`config.mk`:
```
export PLATFORM = sky130hd
export DESIGN_NAME = nibble_serial_adder
export DESIGN_NICKNAME = d
export VERILOG_FILES = /design/src/rtl/nsa_pkg.sv /design/src/rtl/nibble_serial_adder_cla4_core.sv /design/src/rtl/nibble_serial_adder.sv
export SDC_FILE = /design/constraint.sdc
export NUM_CORES = 1
export LEC_CHECK = 0
export ABC_CLOCK_PERIOD_IN_PS = 5200
export CORE_ASPECT_RATIO = 1.5
export CORE_MARGIN = 1.5
export CORE_UTILIZATION = 54
export DETAILED_ROUTE_END_ITERATION = 8
export PLACE_DENSITY = 0.92
export SYNTH_ARGS = -nofsm -noshare
export SYNTH_HDL_FRONTEND = slang
export SYNTH_HIERARCHICAL = 1
export SYNTH_SLANG_ARGS = --single-unit
export TNS_END_PERCENT = 30
```
`constraint.sdc`:
```
create_clock -name clk -period 5.2 [get_ports clk]
set_input_delay 1.04 -clock clk [delete_from_list [all_inputs] [get_ports clk]]
set_output_delay 1.04 -clock clk [all_outputs]
set_load 0.05 [all_outputs]
```
`src/rtl/nsa_pkg.sv`:
```
// Shared types and constants for the nibble-serial adder and its CLA slice.
package nsa_pkg;

    localparam int NIBBLE_W = 4;

    typedef enum logic [1:0] {
        IDLE = 2'd0,
        ADD  = 2'd1,
        DONE = 2'd2
    } state_t;

    // Width of a nibble index, never zero so a single-nibble build still has a register.
    function automatic int idx_bits(input int nibbles);
        return (nibbles > 1) ? $clog2(nibbles) : 1;
    endfunction

endpackage

```
`src/rtl/nibble_serial_adder_cla4_core.sv`:
```
// Combinational 4-bit carry-lookahead slice. The carry-into-MSB output exists
// only when NIBBLE_SERIAL_ADDER_OVF_EN is defined.
module cla4_core
    import nsa_pkg::*;
(
    input  logic [NIBBLE_W-1:0] a_i,
    input  logic [NIBBLE_W-1:0] b_i,
    input  logic                cin_i,
    output logic [NIBBLE_W-1:0] sum_o,
    output logic                cout_o
`ifdef NIBBLE_SERIAL_ADDER_OVF_EN
    ,
    output logic                c_msb_o
`endif
);

    logic [NIBBLE_W-1:0] g;
    logic [NIBBLE_W-1:0] p;
    logic [NIBBLE_W:0]   c;

    assign g = a_i & b_i;
    assign p = a_i ^ b_i;

    // Every carry is a flat sum of generate/propagate products, so none waits on a lower carry.
    assign c[0] = cin_i;
    assign c[1] = g[0] | (p[0] & c[0]);
    assign c[2] = g[1] | (p[1] & g[0]) | (p[1] & p[0] & c[0]);
    assign c[3] = g[2] | (p[2] & g[1]) | (p[2] & p[1] & g[0])
                | (p[2] & p[1] & p[0] & c[0]);
    assign c[4] = g[3] | (p[3] & g[2]) | (p[3] & p[2] & g[1])
                | (p[3] & p[2] & p[1] & g[0]) | (p[3] & p[2] & p[1] & p[0] & c[0]);

    assign sum_o  = p ^ c[NIBBLE_W-1:0];
    assign cout_o = c[NIBBLE_W];

`ifdef NIBBLE_SERIAL_ADDER_OVF_EN
    assign c_msb_o = c[NIBBLE_W-1];
`endif

endmodule

```
`src/rtl/nibble_serial_adder.sv`:
```
// Nibble-serial unsigned adder: one 4-bit CLA step per cycle, valid/ready on both sides.
// Define NIBBLE_SERIAL_ADDER_OVF_EN to add the out_ovf signed-overflow output.
module nibble_serial_adder
    import nsa_pkg::*;
#(
    parameter int NIBBLES = 4
) (
    input  logic                        clk,
    input  logic                        rst,
    input  logic                        in_valid,
    output logic                        in_ready,
    input  logic [NIBBLE_W*NIBBLES-1:0] in_a,
    input  logic [NIBBLE_W*NIBBLES-1:0] in_b,
    input  logic                        in_cin,
    output logic                        out_valid,
    input  logic                        out_ready,
    output logic [NIBBLE_W*NIBBLES-1:0] out_sum,
    output logic                        out_cout
`ifdef NIBBLE_SERIAL_ADDER_OVF_EN
    ,
    output logic                        out_ovf
`endif
);

    localparam int               W        = NIBBLE_W * NIBBLES;
    localparam int               IDX_W    = idx_bits(NIBBLES);
    localparam logic [IDX_W-1:0] LAST_IDX = IDX_W'(NIBBLES - 1);

    state_t              state_q, state_d;
    logic [IDX_W-1:0]    idx_q, idx_d;
    logic [W-1:0]        a_q, a_d;
    logic [W-1:0]        b_q, b_d;
    logic [W-1:0]        sum_q, sum_d;
    logic                carry_q, carry_d;
    logic                cout_q, cout_d;
    logic                valid_q, valid_d;
    logic                last_nib;
    logic [NIBBLE_W-1:0] nib_a, nib_b, nib_sum;
    logic                nib_cout;
`ifdef NIBBLE_SERIAL_ADDER_OVF_EN
    logic                ovf_q, ovf_d;
    logic                nib_c_msb;
`endif

    assign last_nib = (idx_q == LAST_IDX);

    cla4_core u_cla (
        .a_i    (nib_a),
        .b_i    (nib_b),
        .cin_i  (carry_q),
        .sum_o  (nib_sum),
        .cout_o (nib_cout)
`ifdef NIBBLE_SERIAL_ADDER_OVF_EN
        ,
        .c_msb_o(nib_c_msb)
`endif
    );

    // NOTE: state and datapath registers are all on the async reset, so an abort leaves nothing stale.
    always_ff @(posedge clk or posedge rst) begin
        if (rst) begin
            state_q <= IDLE;
        end else begin
            state_q <= state_d;
        end
    end

    // NOTE: every always_comb output gets a default first, so no path can infer a latch.
    always_comb begin
        state_d = state_q;
        case (state_q)
            IDLE:    if (in_valid) state_d = ADD;
            ADD:     if (last_nib) state_d = DONE;
            DONE:    if (valid_q && out_ready) state_d = IDLE;
            default: state_d = IDLE;
        endcase
    end

    always_comb begin
        in_ready  = (state_q == IDLE) && !rst;
        out_valid = valid_q;
        out_sum   = sum_q;
        out_cout  = cout_q;
`ifdef NIBBLE_SERIAL_ADDER_OVF_EN
        out_ovf   = ovf_q;
`endif
    end

    always_comb begin
        nib_a   = '0;
        nib_b   = '0;
        a_d     = a_q;
        b_d     = b_q;
        sum_d   = sum_q;
        idx_d   = idx_q;
        carry_d = carry_q;
        cout_d  = cout_q;
`ifdef NIBBLE_SERIAL_ADDER_OVF_EN
        ovf_d   = ovf_q;
`endif
        for (int i = 0; i < NIBBLES; i++) begin
            if (idx_q == IDX_W'(i)) begin
                nib_a = a_q[i*NIBBLE_W +: NIBBLE_W];
                nib_b = b_q[i*NIBBLE_W +: NIBBLE_W];
            end
        end

        if (state_q == IDLE && in_valid) begin
            a_d     = in_a;
            b_d     = in_b;
            carry_d = in_cin;
            idx_d   = '0;
        end else if (state_q == ADD) begin
            for (int i = 0; i < NIBBLES; i++) begin
                if (idx_q == IDX_W'(i)) sum_d[i*NIBBLE_W +: NIBBLE_W] = nib_sum;
            end
            carry_d = nib_cout;
            if (last_nib) begin
                cout_d = nib_cout;
`ifdef NIBBLE_SERIAL_ADDER_OVF_EN
                ovf_d  = nib_c_msb ^ nib_cout;
`endif
            end else begin
                idx_d = idx_q + 1'b1;
            end
        end

        // Result registers settle for one DONE cycle before being presented.
        valid_d = (state_q == DONE) && (state_d == DONE);
    end

    always_ff @(posedge clk or posedge rst) begin
        if (rst) begin
            a_q     <= '0;
            b_q     <= '0;
            sum_q   <= '0;
            idx_q   <= '0;
            carry_q <= 1'b0;
            cout_q  <= 1'b0;
            valid_q <= 1'b0;
`ifdef NIBBLE_SERIAL_ADDER_OVF_EN
            ovf_q   <= 1'b0;
`endif
        end else begin
            a_q     <= a_d;
            b_q     <= b_d;
            sum_q   <= sum_d;
            idx_q   <= idx_d;
            carry_q <= carry_d;
            cout_q  <= cout_d;
            valid_q <= valid_d;
`ifdef NIBBLE_SERIAL_ADDER_OVF_EN
            ovf_q   <= ovf_d;
`endif
        end
    end

endmodule

```
==> results.tsv, run 1 <==
metric	value	unit
status	finished clean	
synth warn	6	
cts bufs inserted	5	
setup TNS	0	ps
Routed Antenna Nets	0	
WL/cell	16.0	um
I/O pin count	56	
final wirelength	5.08	mm
FMAX	288	MHz
Worst slew margin	27.9	%
Setup crit end kind	output port	
Cell Area, Synth	2580	um^2
Clock Sinks	55	
Worst path slowest cell	clkdlybuf4s50_1	
Crit path top cell by count	clkdlybuf4s50_1	
WP buf/inv	2	
hpwl dp	3.85	mm
max-cap violations	0	
postcts setup bufs	0	
worst setup margin	1730	ps
Mapped Cells	198	
Post-CTS Resized	0	
Synth top cells by count	55 x dfrtp_1, 45 x mux2_2, 14 x inv_1	
CP top delay family	buffers and inverters	
Die Ht	87.7	um
DR vias/cell	5.52	
post-synth top area share	53.3	%
CTS tree	done	
DR vias	1754	
DR WL met3	161	um
CP Data Required Time	4160	ps
Worst-path clk slew	100	ps
Area Overhead vs Synth	25.5	%
final hold vios	0	
Worst-Skew Late Latency	310	ps
final worst-path cycle share	66.8	%
Final Wtd Congestion	0.862	
HP Class	reg2reg	
crit-path cells	clkdlybuf4s50_1 -> nor3_1 -> clkdlybuf4s50_1	
initial antenna violation count	0	
Tmin final	3470	ps
flops & latches, synth	55	
worst-path maximum fanout	2	
RSZ-0062 raised after global routing	false	
vias in the first global route	1790	
# hold bufs at CTS	0	
Port Buffers	55	
Initial DRC Count	37	
top cells by area, synth	dfrtp_1 53%, mux2_2 20%, ha_1 3.9%	
die area	5210	um^2
max-slew violation count	0	
Arr. time, crit path	2430	ps
slowest stage delay, CP	830	ps
# H-tree levels	2	
Setup WS pre-CTS	1710	ps
nets@finish	299	
Clock Root Buffer	clkbuf_8	
Syn Area/Cell	13.0	um^2
leading area contributor after synthesis	dfrtp_1	
count leader, synth	dfrtp_1	
first-pass GRT wire length	8.44	mm
share of layout cells above drive strength 1	22.4	%
DRT Pass-1 Iters	4	
Die Width	59.4	um
type of the worst setup path	in2out	
drt drc	0	
Worst-Margin Slew	1080	ps
CORE AREA	4540	um^2
metal2 WL	2.79	mm
routed metal-1 wirelength	1.98	mm
Post-synth EDFFs	0	
Synthesized Nets	244	
max layer used	met4	
Congestion Overflow GR	0	
crit start category	input port	
ys async rst share	100	%
Tot GR Track Use	22.2	%
prevailing post-synth register cell	dfrtp_1	
Site Rows	30	
largest net degree at the start of global routing	56	
library cells used by synthesis	33	
endpoints failing setup	0	
WHS	495	ps
sequential share of the synthesized area	53.3	%
Antenna Cells	0	
deepest clock path buffer count	2	
Initial Utilization	56.8	%
clock skew	9.01	ps
-- per-layer routing --
| metal | vias to the layer above | track usage (%) |
|---|---|---|
| li1 | 820 | - |
| met1 | 872 | 26.3 |
| met2 | 52 | 38.8 |
| met3 | 10 | 3.99 |
| met4 | 0 | 9.50 |
| met5 | - | 0 |
-- area by class of cell --
cell class / count / area [um^2]
Inverter: 14 / 52.6
Multi-Input combinational cell: 121 / 1080
Sequential cell: 55 / 1380
Clock buffer: 5 / 68.8
Timing Repair Buffer: 56 / 558
Tap cell: 64 / 80.1
Fill cell: 321 / 1310
Clock inverter: 3 / 25.0
-- through the flow --
stage	cell area [um^2]	cells	util, %
after floorplan	2580	198	-
after global placement	3140	310	69.2
after detailed placement	3140	310	69.2
after CTS	3240	318	71.3
after global routing	3240	318	71.3
final	3240	318	71.3
-- final timing paths --
kind                                      start                 endpoint  slack [ps]  cells past startpoint
max                                         rst                 in_ready        1730                      3
min                         out_valid$_DFF_PP0_      out_valid$_DFF_PP0_         500                      1
max reg2reg                idx_q[1]$_DFFE_PP0P_  out_sum[11]$_DFFE_PP0P_        2160                     10
min reg2reg                 out_valid$_DFF_PP0_      out_valid$_DFF_PP0_         500                      1
max in group asynchronous                   rst       a_q[2]$_DFFE_PP0P_        3200                      2
min in group asynchronous                   rst      carry_q$_DFFE_PP0P_        1340                      2
-- sequential cells by signal, summed over array words and instances, names as in the netlist --
register / cells
state_q: 2
idx_q: 2
out_sum: 16
b_q: 16
carry_q: 1
a_q: 16
out_cout: 1
out_valid: 1
-- cell families (layout without fill, tap and decap cells) --
kind of cell / after synthesis / count (layout) / share of synthesized area (%)
DFF: 55 / 55 / 53.3
muxes: 47 / 47 / 20.5
AOI/OAI and AO/OA: 32 / 32 / 8.78
and+or+nand+nor: 30 / 30 / 6.55
buffers and inverters: 22 / 78 / 5.19
adders and majority gates: 9 / 9 / 4.66
xor gates and xnor gates: 3 / 3 / 1.02
-- layout by cell type, fill, tap and decap left out, types with 2 or more instances in the layout --
cell type / n
a21o_1: 4
o21ai_0: 5
inv_1: 13
nand3b_1: 4
xnor2_1: 2
clkdlybuf4s50_1: 55
nand2_1: 12
nor2_1: 4
ha_1: 8
a221oi_1: 5
clkbuf_8: 5
a22oi_1: 4
a22o_1: 3
mux2_2: 45
dfrtp_1: 55
o22ai_1: 4
clkinv_4: 2
nor3b_1: 4
a31oi_1: 4
Power of run 1 is left out: the tool's default activity adds up to more than one toggle a clock period on the data nets, which glitch-free logic cannot reach.
==> run 2: changes to the inputs <==
--- a/config.mk
+++ b/config.mk
@@ -5,12 +5,12 @@
 export SDC_FILE = /design/constraint.sdc
 export NUM_CORES = 1
 export LEC_CHECK = 0
-export ABC_CLOCK_PERIOD_IN_PS = 5200
+export ABC_CLOCK_PERIOD_IN_PS = 3400
 export CORE_ASPECT_RATIO = 1.5
 export CORE_MARGIN = 1.5
-export CORE_UTILIZATION = 54
+export CORE_UTILIZATION = 50
 export DETAILED_ROUTE_END_ITERATION = 8
-export PLACE_DENSITY = 0.92
+export PLACE_DENSITY = 0.87
 export SYNTH_ARGS = -nofsm -noshare
 export SYNTH_HDL_FRONTEND = slang
 export SYNTH_HIERARCHICAL = 1
==> constraint.sdc (replaced) <==
create_clock -name clk -period 3.4 [get_ports clk]
set_input_delay 0.68 -clock clk [delete_from_list [all_inputs] [get_ports clk]]
set_output_delay 0.68 -clock clk [all_outputs]
set_load 0.05 [all_outputs]
==> results.tsv, run 2 (synthesis gave the netlist of run 1 again) <==
metric	value	unit
status	finished clean	
Die Ht	91.0	um
Post-CTS Resized	0	
most frequent cells in the layout	55 x dfrtp_1, 55 x clkdlybuf4s50_1, 45 x mux2_2	
Congestion Overflow GR	0	
initial antenna violation count	0	
WL/cell	16.2	um
Antenna Cells	0	
DR vias	1750	
Arr. time, crit path	3110	ps
setup TNS	0	ps
CP Data Required Time	3600	ps
worst setup margin	483	ps
final worst-path cycle share	85.8	%
Clock Sinks	55	
Worst-Margin Slew	659	ps
share of layout cells above drive strength 1	23.0	%
deepest clock path buffer count	2	
# hold bufs at CTS	0	
FMAX	343	MHz
Clock Root Buffer	clkbuf_8	
vias in the first global route	1818	
I/O pin count	56	
die area	5610	um^2
# H-tree levels	2	
postcts setup bufs	0	
Routed Antenna Nets	0	
Worst-Skew Late Latency	300	ps
max-cap violations	0	
worst-path maximum fanout	14	
hold-critical path depth	1	
HP Class	reg2reg	
final wirelength	5.22	mm
Initial Utilization	52.8	%
reg2reg start	idx_q[1]$_DFFE_PP0P_	
largest net degree at the start of global routing	56	
Worst slew margin	56.1	%
Die Width	61.7	um
FF-to-FF path depth	10	
DR vias/cell	5.43	
first-pass GRT wire length	8.80	mm
FF+latch area	1380	um^2
Site Rows	31	
hpwl dp	4.04	mm
Final Wtd Congestion	0.909	
Setup WS pre-CTS	508	ps
nets@finish	301	
endpoints failing setup	0	
Port Buffers	55	
CORE AREA	4890	um^2
multi-input logic area	1080	um^2
Area Overhead vs Synth	27.1	%
DRT Pass-1 Iters	4	
worst reg-to-reg setup slack	480	ps
Setup crit end kind	register	
hold endpoint	out_valid$_DFF_PP0_	
Initial DRC Count	80	
Worst-path clk slew	90	ps
max-slew violation count	0	
Tmin final	2920	ps
cts bufs inserted	5	
min-delay src	out_valid$_DFF_PP0_	
WHS	507	ps
clock skew	7.46	ps
final hold vios	0	
drt drc	0	
RSZ-0062 raised after global routing	false	
FILL cells	387	
CTS tree	done	
Tot GR Track Use	21.1	%
worst r2r dst	out_sum[11]$_DFFE_PP0P_	
type of the worst setup path	reg2reg	
crit start category	register	
[run 2: changes by cell type in the layout (fill, tap and decap cells not counted)]
cell        before  now
clkinvlp_4       1    0
clkinv_4         2    0
clkbuf_8         5    6
buf_4            1    3
bufinv_16        0    1
clkinv_2         0    1
[run 2: area by class of cell]
class                   instances  share of cell area [%]
clock buffers                   6                    2.52
clock inverters                 2                    1.07
inverters                      14                    1.60
multi-input cells             121                    32.8
flip-flops and latches         55                    42.0
well taps                      66                    2.52
repair buffers                 58                    17.5
[run 2: through the flow]
stage	util, %	area, um^2	cells
2_1_floorplan	-	2580	198
3_3_place_gp	64.7	3160	314
3_5_place_dp	64.7	3160	314
4_1_cts	67.1	3280	322
5_1_grt	67.1	3280	322
6_report	67.1	3280	322
[run 2: worst max path at each step]
stage	startpoint	endpoint	slack [ps]	cells past startpoint
6_report	idx_q[1]$_DFFE_PP0P_	out_sum[11]$_DFFE_PP0P_	480	10
2_1_floorplan	idx_q[1]$_DFFE_PP0P_	out_cout$_DFFE_PP0P_	880	10
4_1_cts	idx_q[1]$_DFFE_PP0P_	out_sum[11]$_DFFE_PP0P_	490	10
3_5_place_dp	idx_q[1]$_DFFE_PP0P_	out_sum[11]$_DFFE_PP0P_	510	10
3_3_place_gp	idx_q[1]$_DFFE_PP0P_	out_cout$_DFFE_PP0P_	640	10
5_1_grt	idx_q[1]$_DFFE_PP0P_	out_cout$_DFFE_PP0P_	270	10
[run 2: layer usage]
metal	GRT usage (%)	vias up	wire [um]
li1	-	822	-
met1	25.1	879	1930
met2	37.3	41	3040
met3	3.13	8	146
met4	6.56	0	99
met5	0	-	0
[run 2: worst max-delay path, stage by stage (launching register included)]
cell      delay (ps)
dfrtp_1          430
inv_1             80
ha_1             330
and2b_1          320
a22oi_1           90
a221oi_1         370
ha_1             300
a21o_1           190
a31o_1           230
xor2_1           180
mux2_2           280
Power of run 2 is left out for the same reason.
==> RTL edit 1 (flow settings as in run 2) <==
The parameter `NIBBLES` goes from 4 to 2.
--- a/src/rtl/nibble_serial_adder.sv
+++ b/src/rtl/nibble_serial_adder.sv
@@ -4,5 +4,5 @@
     import nsa_pkg::*;
 #(
-    parameter int NIBBLES = 4
+    parameter int NIBBLES = 2
 ) (
     input  logic                        clk,
Ports: changed (resized in_a, in_b and out_sum); port bits go from 56 to 32. No check against the original RTL was run, so the function may have changed too.
==> RTL edit 1 against run 2 <==
- sequential cell count is 25 lower
- wire length is 52% lower
- utilization is 1.8 points higher
- die area is 43% lower
- synthesized area is 44% lower
- first-iteration DRC count is 80% lower
- setup slack better by 0.18 ns
- count of clock-buffer cells in the layout is 1 higher
- largest cell class unchanged
- synthesized cell count is 48% lower
- design area is 43% lower
==> RTL edit 1: results (changes against run 2) <==
- Flop2flop setup slack: 0.99 ns (+0.51 ns)
- Pin count of the biggest net entering global routing: 31 (-45%)
- Port bufs: 31 (-44%)
- Post-route clock period utilization: 0.804 (-0.0537)
- Fin cells: 176 (-45%)
- Synth area leaders: dfrtp_1 52%, mux2_2 26%, ha_1 3.5%, inv_1 1.8%, a21o_1 1.6%
- CP max FO: 2 (-12)
- Post-DP Area: 0.00177 mm^2 (-44%)
- Final hold slack: 0.499 ns (-0.00781 ns)
- Worst-skew pair later-pin latency: 0.28 ns (-0.02 ns)
- Arr. time, crit path: 2.05 ns (-1.06 ns)
- Met2 WL: 1340 um (-56%)
- Post-synth top cells: 33 x mux2_2, 30 x dfrtp_1, 7 x inv_1
- Met1 wire length: 971 um (-50%)
- Net Count, Synth: 129 (-47%)
- Wire per inst: 14.2 um (-12%)
- First-pass GRT wire length: 4420 um (-50%)
- Slew headroom: 0.495 (-0.0663)
- Routing usage on met3: 0.0703 (+0.0390)
- Vias per std cell: 5.03 (-7.5%)
- RePlAce Congestion: 0.789 (-13%)
- Dpl cells: 168 (-46%)
- Gr usage total: 0.203 (-0.00811)
- Worst hold endpoint: b_q[2]$_DFFE_PP0P_
- Nets: 164 (-46%)
- Largest stage delay, worst path: 0.82 ns (+0.39 ns)
- Vias in the first global route: 974 (-46%)
- Clk_skew: 0.00554 ns (-0.00192 ns)
- Family with the most delay on the worst path: buffers and inverters
- FF-to-FF End: carry_q$_DFFE_PP0P_
- Register area share after synthesis: 0.520 (-0.0131)
- Met2 Resource Use GR: 0.318 (-0.0543)
- Status: finished, final reports clean
- Ratio of cells with drive above 1 in the final layout: 0.309 (+0.0789)
- Clock slew seen by the registers of the worst setup and hold paths: 0.05 ns (-0.04 ns)
- Crit-path slowest cell: clkdlybuf4s50_1
- R2R Path Start: idx_q$_DFFE_PP0P_
- Hold Crit Start: b_q[2]$_DFFE_PP0P_
- Met3 routed WL: 112 um (-23%)
RTL edit 1: cell count changes after synthesis, moves of 3 or more:
cell,change
dfrtp_1,-25
mux2_2,-12
nand2_1,-12
inv_1,-7
a221oi_1,-5
o21ai_0,-5
a22oi_1,-4
a31oi_1,-4
ha_1,-4
nor2_1,-4
o22ai_1,-4
nand3b_1,-3
nor3b_1,-3
RTL edit 1: kinds of logic after synthesis:
logic type	count (synthesis)	share of synthesized area
multiplexers	33	0.258
flip-flops	30	0.520
buffers and inverters	11	0.0425
AND/OR/NAND/NOR	11	0.0625
AO/OA/AOI/OAI	10	0.0503
adder cells (fa/ha/maj)	5	0.0486
XOR/XNOR	3	0.0182
RTL edit 1: final cells by class:
type                            count  area (um^2)
Inverter                            7         26.3
Tap cell                           37         46.3
Sequential cell                    30          751
Clock inverter                      1         5.00
Clock buffer                        7         86.3
Fill cell                         210          842
Multi-Input combinational cell     62          631
Timing Repair Buffer               32          318
==> RTL edit 2 (settings of run 2) <==
Made on the original files. Take the reset off `a_q` and load it in a clocked block of its own.
--- a/src/rtl/nibble_serial_adder.sv
+++ b/src/rtl/nibble_serial_adder.sv
@@ -132,5 +132,4 @@
     always_ff @(posedge clk or posedge rst) begin
         if (rst) begin
-            a_q     <= '0;
             b_q     <= '0;
             sum_q   <= '0;
@@ -143,5 +142,4 @@
 `endif
         end else begin
-            a_q     <= a_d;
             b_q     <= b_d;
             sum_q   <= sum_d;
@@ -156,4 +154,8 @@
     end
 
+    always_ff @(posedge clk) begin
+        a_q <= a_d;
+    end
+
 endmodule
 
Behaviour: same outputs for any inputs over 10 cycles, from zero or initial values and one cycle with rst high; that may be too few to reach the edited logic, so the function may still have changed.
==> RTL edit 2 against run 2 <==
- design area fell by 2.9%
- wire length fell by 11%
- sequential cell count did not move
- global-route usage fell by 1.9 points
- final cell count fell by 4.7%
- utilization fell by 0.36 points
- sequential share of layout area rose by 3.8 points
- synthesized area fell by 4.7%
- setup slack got worse by 0.0022 ns
- die area fell by 4.5%
- synthesized cell count fell by 9.1%
- critical path type unchanged
Power is not shown: default switching activity piles up to over one toggle a cycle in this logic, so the estimate is an artifact.
==> RTL edit 2: results (changes against run 2) <==
- Status: finished, final reports clean
- Hold Crit Start: out_valid$_DFF_PP0_
- Worst hold endpoint: out_valid$_DFF_PP0_
- Met1 wire length: 1850 um (-4.2%)
- Cell variety after synth: 32 (-3.0%)
- Clk_skew: 0.00615 ns (-0.00131 ns)
- Wire per inst: 15.1 um (-6.7%)
- CTS Root Cell: clkbuf_8
- DPL Wire Length: 3630 um (-10%)
- Net Count, Synth: 226 (-7.4%)
- Reg2reg path depth: 10 (unchanged)
- Arr. time, crit path: 3.11 ns (about the same)
- R2R Path Start: idx_q[1]$_DFFE_PP0P_
- Nets: 286 (-5.0%)
- Pin count of the biggest net entering global routing: 37 (-34%)
- Ratio of cells with drive above 1 in the final layout: 0.174 (-0.0562)
- Worst-skew pair later-pin latency: 0.31 ns
- CP max FO: 13 (-1)
- Flop2flop setup slack: 0.48 ns
- Gr usage total: 0.192 (-0.0188)
- Initial antenna violation count: 0 (unchanged)
- Vias in the first global route: 1,669 (-8.2%)
- Sum Neg Setup Slack: 0 ns (unchanged)
- Worst hold path type: reg2reg
- Detailed Route Iter0 Violations: 32 (-60%)
- # diodes: 0 (unchanged)
- Final hold slack: 0.497 ns (-0.0104 ns)
- Top FF cell, synth: dfrtp_1
- Met3 routed WL: 113 um (-23%)
- Ys Warns: 6 (unchanged)
- Post-synth top cells: 39 x dfrtp_1, 30 x mux2_2, 16 x edfxtp_1, 16 x inv_1, 11 x nand2_1
- Max Root-Sink Buffers: 2 (unchanged)
- Max layer used: met4
- Count of flip-flops with a built-in enable after synthesis: 16 (+16)
- Register area share after synthesis: 0.592 (+0.0586)
- Detailed-route via count: 1,617 (-7.6%)
- Type of the worst setup path: reg2reg
- FF-to-FF End: out_sum[7]$_DFFE_PP0P_
- Ys async rst share: 0.709 (-0.291)
- RePlAce Congestion: 0.795 (-12%)
- Family with the most delay on the worst path: compound AO/OA/AOI/OAI gates
- Crit-path slowest cell: dfrtp_1
- Post-CTS Setup Inserts: 0 (unchanged)
- Final hold vios: 0 (unchanged)
- Synth area leaders: dfrtp_1 40%, edfxtp_1 20%, mux2_2 14%, ha_1 4.1%, inv_1 2.4%
- Clock slew seen by the registers of the worst setup and hold paths: 0.09 ns (about the same)
- Port bufs: 55 (unchanged)
- Worst Hold Depth: 1 (unchanged)
- DRT Pass-1 Iters: 4 (unchanged)
- Met2 WL: 2570 um (-15%)
- Worst Tran Pin Value: 0.871 ns (+0.212 ns)
- First-pass GRT wire length: 7560 um (-14%)
- Cells resized by post-CTS repair: 0 (unchanged)
[RTL edit 2: cell types whose count changed in the layout (fill, tap and decap cells not counted), sizes merged, moves of 2 or more]
| cell | delta |
|---|---|
| dfrtp | -16 |
| edfxtp | +16 |
| mux2 | -16 |
| inv | +2 |
[RTL edit 2: stage by stage]
stage	cells	worst slack (ns)	utilization	area [um^2]
final	307	0.481	0.667	3180
after global routing	307	0.252	0.667	3180
after CTS	307	0.496	0.667	3180
after detailed placement	299	0.514	0.645	3080
after global placement	299	0.624	0.645	3080
after floorplan	180	0.818	-	2460
[RTL edit 2: area by class of cell]
cell class | count | area [um^2]
clock inverter | 1 | 30.0
timing repair buffer | 59 | 581
clock buffer | 7 | 76.3
multi-input combinational | 103 | 897
fill | 358 | 1590
tap | 66 | 82.6
sequential | 55 | 1460
inverter | 16 | 60.1
[RTL edit 2: cells by family (layout without fill, tap and decap cells)]
family	Yosys count	in the layout	share of synthesized area
muxes	31	31	0.141
DFF	55	55	0.592
xor gates and xnor gates	3	3	0.0107
adders and majority gates	9	9	0.0488
buffers and inverters	22	83	0.0432
AOI/OAI and AO/OA	32	32	0.0936
and+or+nand+nor	28	28	0.0702
[RTL edit 2: metal layers]
metal	vias to the layer above	GRT usage
li1	774	-
met1	797	0.221
met2	35	0.342
met3	11	0.0304
met4	0	0.0889
met5	-	0
